<file path="src/rtl/wb_rr_arbiter.sv">
// Two-master round-robin Wishbone arbiter (m0 = instruction bus, m1 = data bus)
// sharing one slave, with an abort path for a slave that never answers.
module wb_rr_arbiter #(
  parameter int unsigned TIMEOUT = 255,
  parameter int unsigned CW      = 8
) (
  input  logic        wb_clk,
  input  logic        wb_rst,

  input  logic [31:0] m0_adr,
  input  logic [31:0] m0_dat,
  input  logic [3:0]  m0_sel,
  input  logic        m0_we,
  input  logic        m0_cyc,
  input  logic        m0_stb,
  output logic [31:0] m0_rdt,
  output logic        m0_ack,
  output logic        m0_err,

  input  logic [31:0] m1_adr,
  input  logic [31:0] m1_dat,
  input  logic [3:0]  m1_sel,
  input  logic        m1_we,
  input  logic        m1_cyc,
  input  logic        m1_stb,
  output logic [31:0] m1_rdt,
  output logic        m1_ack,
  output logic        m1_err,

  output logic [31:0] s_adr,
  output logic [31:0] s_dat,
  output logic [3:0]  s_sel,
  output logic        s_we,
  output logic        s_cyc,
  output logic        s_stb,
  input  logic [31:0] s_rdt,
  input  logic        s_ack,
  input  logic        s_err,

  output logic [1:0]  grant,
  output logic        timeout_evt
);

  typedef enum logic [1:0] {
    IDLE  = 2'd0,
    BUSY  = 2'd1,
    ABORT = 2'd2
  } state_t;

  localparam logic [CW-1:0] TO_VAL  = CW'(TIMEOUT);
  localparam logic [CW-1:0] CNT_MAX = '1;
  localparam bit            TO_EN   = (TIMEOUT != 0);

  state_t        state_q, state_d;
  logic [1:0]    grant_q, grant_d;
  logic          lp_q, lp_d;
  logic [CW-1:0] cnt_q, cnt_d;

  // lp names the master that owns the slave in BUSY/ABORT, so it doubles as the owner select.
  logic [31:0] own_adr, own_dat;
  logic [3:0]  own_sel;
  logic        own_we, own_cyc, own_stb;

  assign own_adr = lp_q ? m1_adr : m0_adr;
  assign own_dat = lp_q ? m1_dat : m0_dat;
  assign own_sel = lp_q ? m1_sel : m0_sel;
  assign own_we  = lp_q ? m1_we  : m0_we;
  assign own_cyc = lp_q ? m1_cyc : m0_cyc;
  assign own_stb = lp_q ? m1_stb : m0_stb;

  logic stalled, timeout_hit;

  assign stalled     = own_stb && !s_ack && !s_err;
  // An ack or err arriving in the deadline cycle wins over the abort.
  assign timeout_hit = TO_EN && (state_q == BUSY) && own_cyc && stalled && (cnt_q == TO_VAL);

  // Next-state, arbitration and timeout counter.
  always_comb begin
    // NOTE: every variable gets a default before the case so no path leaves it unassigned (no latches).
    state_d = state_q;
    lp_d    = lp_q;
    cnt_d   = '0;
    unique case (state_q)
      IDLE: begin
        if (m0_cyc || m1_cyc) begin
          state_d = BUSY;
          lp_d    = (m0_cyc && m1_cyc) ? ~lp_q : m1_cyc;
        end
      end
      BUSY: begin
        if (!own_cyc) begin
          state_d = IDLE;
        end else if (timeout_hit) begin
          state_d = ABORT;
        end else if (stalled) begin
          cnt_d = (cnt_q == CNT_MAX) ? cnt_q : cnt_q + 1'b1;
        end
      end
      ABORT: begin
        if (!own_cyc) state_d = IDLE;
      end
      default: state_d = IDLE;
    endcase
  end

  assign grant_d = (state_d == BUSY) ? (lp_d ? 2'b10 : 2'b01) : 2'b00;

  // NOTE: only control state is reset; every datapath value is a combinational pass-through.
  always_ff @(posedge wb_clk) begin
    // NOTE: non-blocking assignments so all registers update from the same pre-edge values.
    if (wb_rst) begin
      state_q <= IDLE;
      grant_q <= 2'b00;
      lp_q    <= 1'b1;
      cnt_q   <= '0;
    end else begin
      state_q <= state_d;
      grant_q <= grant_d;
      lp_q    <= lp_d;
      cnt_q   <= cnt_d;
    end
  end

  // Routing: only BUSY connects a master to the slave; reset silences everything at once.
  always_comb begin
    s_adr       = '0;
    s_dat       = '0;
    s_sel       = '0;
    s_we        = 1'b0;
    s_cyc       = 1'b0;
    s_stb       = 1'b0;
    m0_rdt      = '0;
    m0_ack      = 1'b0;
    m0_err      = 1'b0;
    m1_rdt      = '0;
    m1_ack      = 1'b0;
    m1_err      = 1'b0;
    timeout_evt = 1'b0;
    if (!wb_rst && state_q == BUSY) begin
      s_adr       = own_adr;
      s_dat       = own_dat;
      s_sel       = own_sel;
      s_we        = own_we;
      s_cyc       = own_cyc && !timeout_hit;
      s_stb       = own_stb && !timeout_hit;
      timeout_evt = timeout_hit;
      if (lp_q) begin
        m1_rdt = s_rdt;
        m1_ack = s_ack;
        m1_err = s_err || timeout_hit;
      end else begin
        m0_rdt = s_rdt;
        m0_ack = s_ack;
        m0_err = s_err || timeout_hit;
      end
    end
  end

  assign grant = wb_rst ? 2'b00 : grant_q;

endmodule

</file>
<file path="config.mk">
export PLATFORM = sky130hd
export DESIGN_NAME = wb_rr_arbiter
export DESIGN_NICKNAME = d
export VERILOG_FILES = /design/src/rtl/wb_rr_arbiter.sv
export SDC_FILE = /design/constraint.sdc
export NUM_CORES = 1
export LEC_CHECK = 0
export BUFFER_PORTS_ARGS = -buffer_cell sky130_fd_sc_hd__buf_4
export CAP_MARGIN = 20
export CORE_AREA = 10 10 115 117
export DETAILED_ROUTE_END_ITERATION = 8
export DIE_AREA = 0 0 125 127
export HOLD_SLACK_MARGIN = 0.03
export PLACE_DENSITY = 0.69
export SKIP_LAST_GASP = 1
export SYNTH_ARGS = -nofsm -noshare
export SYNTH_HDL_FRONTEND = slang
export SYNTH_SLANG_ARGS = --single-unit
</file>
<file path="constraint.sdc">
create_clock -name wb_clk -period 1.7 [get_ports wb_clk]
set_clock_uncertainty 0.05 [all_clocks]
set_input_delay 0.34 -clock wb_clk [delete_from_list [all_inputs] [get_ports wb_clk]]
set_output_delay 0.34 -clock wb_clk [all_outputs]
set_load 0.1 [all_outputs]
</file>
==> metrics <==
status=finished, violations left; Hold Crit Depth=3; worst relative slew slack=0.7512; leakage power=3.848 nW; total CTS buffers=3; reg2reg path depth=4; Clock Tree Buf Depth=2; Register Area=266.5 µm²; Syn Inst Count=311; detailed-route wire length per cell=25.74 µm; clk_lat worst skew=0.24 ns; sequential area share after synthesis=0.1213; # diodes=0; number of antenna violations at the first check in global routing=0; global-route wire length before repair=29200 µm; number of max-cap violations=0; Clock transition at path regs=0.05 ns; Crit Path Max Fanout=9; Yosys top cell by area=mux2i_1; via count=3986; pin count of the biggest net entering global routing=34; dpl cells=785; flops & latches, synth=13; Synth top area share=0.3312; Final ANT Viol Nets=0; drt via density=4.897; Worst R2R End=cnt_q[5]; min-delay src=wb_rst; Startpoint Class=flip-flop; Worst Hold End=state_q[1]; Final GP Congestion=0.8513; Worst Setup End Kind=output port; # nets final=851; Setup Viol. Count Final=148; failing checks=negative setup slack; Cell Area, Synth=2146 µm²; Yosys cell types=30; top cells by area, synth=mux2i_1 33%, and3_1 19%, nor2_1 14%; flop2flop setup slack=-0.13 ns; grt ovf=0; fmax=440.7 MHz; die width=125 µm; power per cell area=489.9 nW/µm²; # fillers=639; Max Slew Vio Count=0; critical path class=flip-flop to output port; drt pass-1 iters=4; Avg Cell Area, Syn=6.900 µm²; Yosys Warn Count=0; Max rail drop VDD=481.3 µV; core area=11130 µm²; clk sinks=13; Post-Route WL=20950 µm; CTS H-Tree Depth=1; All-Layer GR Usage=0.2315; most common cell after layout, fill and taps aside=buf_4; worst reg2reg startpoint=state_q[1]; Synth-to-Final Area Change=293.5%; Hold Fails Final Rpt=0; WP data required=1.31 ns; Die ar.=15880 µm²; Core Util, Final=0.7590; commonest non-fill, non-tap cells in the layout=208 x buf_4, 155 x buf_12, 70 x nor2_4, 66 x and3_4, 66 x mux2i_1; Hold/Removal Path Class=input pin to flip-flop; CTS tree=yes; min cycle time layout=2.269 ns; vias in the first global route=4294; final setup margin=-0.5692 ns; Setup Total Neg Slack=-65.31 ns; Starting Density=0.1929; PortBufs=319; unrepaired setup endpoints after global routing=yes; Cell Count, Final, Fillers Out=814; Arrival @ worst endpoint=1.88 ns; fraction of layout cells with a size suffix above 1=0.8286; row count=39; half-perimeter wire length after placement=13120 µm; Die Span Y=127 µm; hold_buf cts=0; crit share post-route=1.335; Multi-input gate area=2736 µm²; Initial DRC Count=253; Residual DRC=0; clock root buffer master=clkbuf_16; io pins=320; Post-Place Setup Slack=-0.5746 ns; Worst-Margin Slew=0.3629 ns; Post-Syn Nets=490
[power by group]
group / switching, W / total, W / internal (W)
Combinational: 0.00196 / 0.00337 / 0.00141
Clock: 0.000134 / 0.000447 / 0.000313
Sequential: 0.00000539 / 0.000321 / 0.000316
Total: 0.00210 / 0.00414 / 0.00204
[cell type report]
class,count,area share
clock buffer,3,0.008890
clock inverter,1,0.0005927
inverter,3,0.001334
multi-input combinational,265,0.3240
sequential,13,0.03156
tap,143,0.02119
timing repair buffer,386,0.6124
[cells by family (layout without fill, tap and decap cells)]
family,after synthesis,after routing,share of synthesized area
flops,13,13,0.1213
xor+xnor,5,5,0.02041
simple gates,174,174,0.4204
fa+ha+maj,1,1,0.005830
compound gates,14,14,0.04315
buf+inv,33,393,0.05773
mux,71,71,0.3312
[metal layers]
layer  GRT usage  up-vias  share of wire
li1            -     1828              -
met1      0.2303     1914           0.33
met2      0.4653      208           0.58
met5           0        -              0
met3     0.05873       36          0.064
met4     0.05556        0          0.028
[synthesized netlist by cell type]
library cell	count
inv_1	3
mux2i_1	71
or3_1	1
nor3b_1	2
o21ai_0	1
o21bai_1	1
nor3_1	5
or4b_4	1
nand3_1	4
nor2_1	80
nand2b_1	1
nor4_4	1
a31oi_1	1
clkbuf_1	24
o21a_1	2
o21bai_4	1
ha_1	1
nor2b_1	3
and4_1	1
or3_2	2
or4_4	1
a21oi_1	8
xnor2_1	2
or2_2	1
nand2_1	4
dfxtp_1	13
xor2_1	3
buf_1	6
nand4_1	1
and3_1	66
[flip-flops by register name, indices dropped and copies added, names as in the netlist]
signal   cells
cnt_q        8
state_q      2
grant_q      2
lp_q         1
[worst max-delay path, stage by stage (launching register included)]
cell	delay, ns
dfxtp_2	0.32
buf_4	0.12
inv_1	0.06
or3_4	0.49
buf_12	0.18
buf_16	0.16
nor2_4	0.12
buf_12	0.18
[how the worst max path moves through the flow]
stage	start	end	slack, ns	cells past startpoint
CTS	state_q[1]	m0_err	-0.57	6
global route	state_q[1]	m0_err	-0.61	6
finish	state_q[0]	s_sel[1]	-0.57	7
global placement	s_ack	m0_err	-0.57	7
detailed placement	s_ack	m0_err	-0.57	7
floorplan	state_q[1]	m0_err	-0.86	4
[metrics by stage]
stage | hold slack [ns] | total power (W) | instance area (µm²)
3_5_place_dp | 0.4811 | 0.002909 | 5997
5_1_grt | 0.3690 | 0.004257 | 8444
2_1_floorplan | 0.3618 | 0.002201 | 3276
4_1_cts | 0.3589 | 0.004052 | 8348
6_report | 0.3632 | 0.004137 | 8444
3_3_place_gp | 0.4709 | 0.002881 | 5997
[what timing repair did]
item | 4_1_cts | 5_1_grt
setup endpoints to repair | 150 | 150
pin swaps | 25 | 37
gates cloned | 12 | 2
hold endpoints to repair | 0 | 0
buffers inserted | 10 | 3
resized for setup | 443 | 14
(Power assumes the default switching activity.)
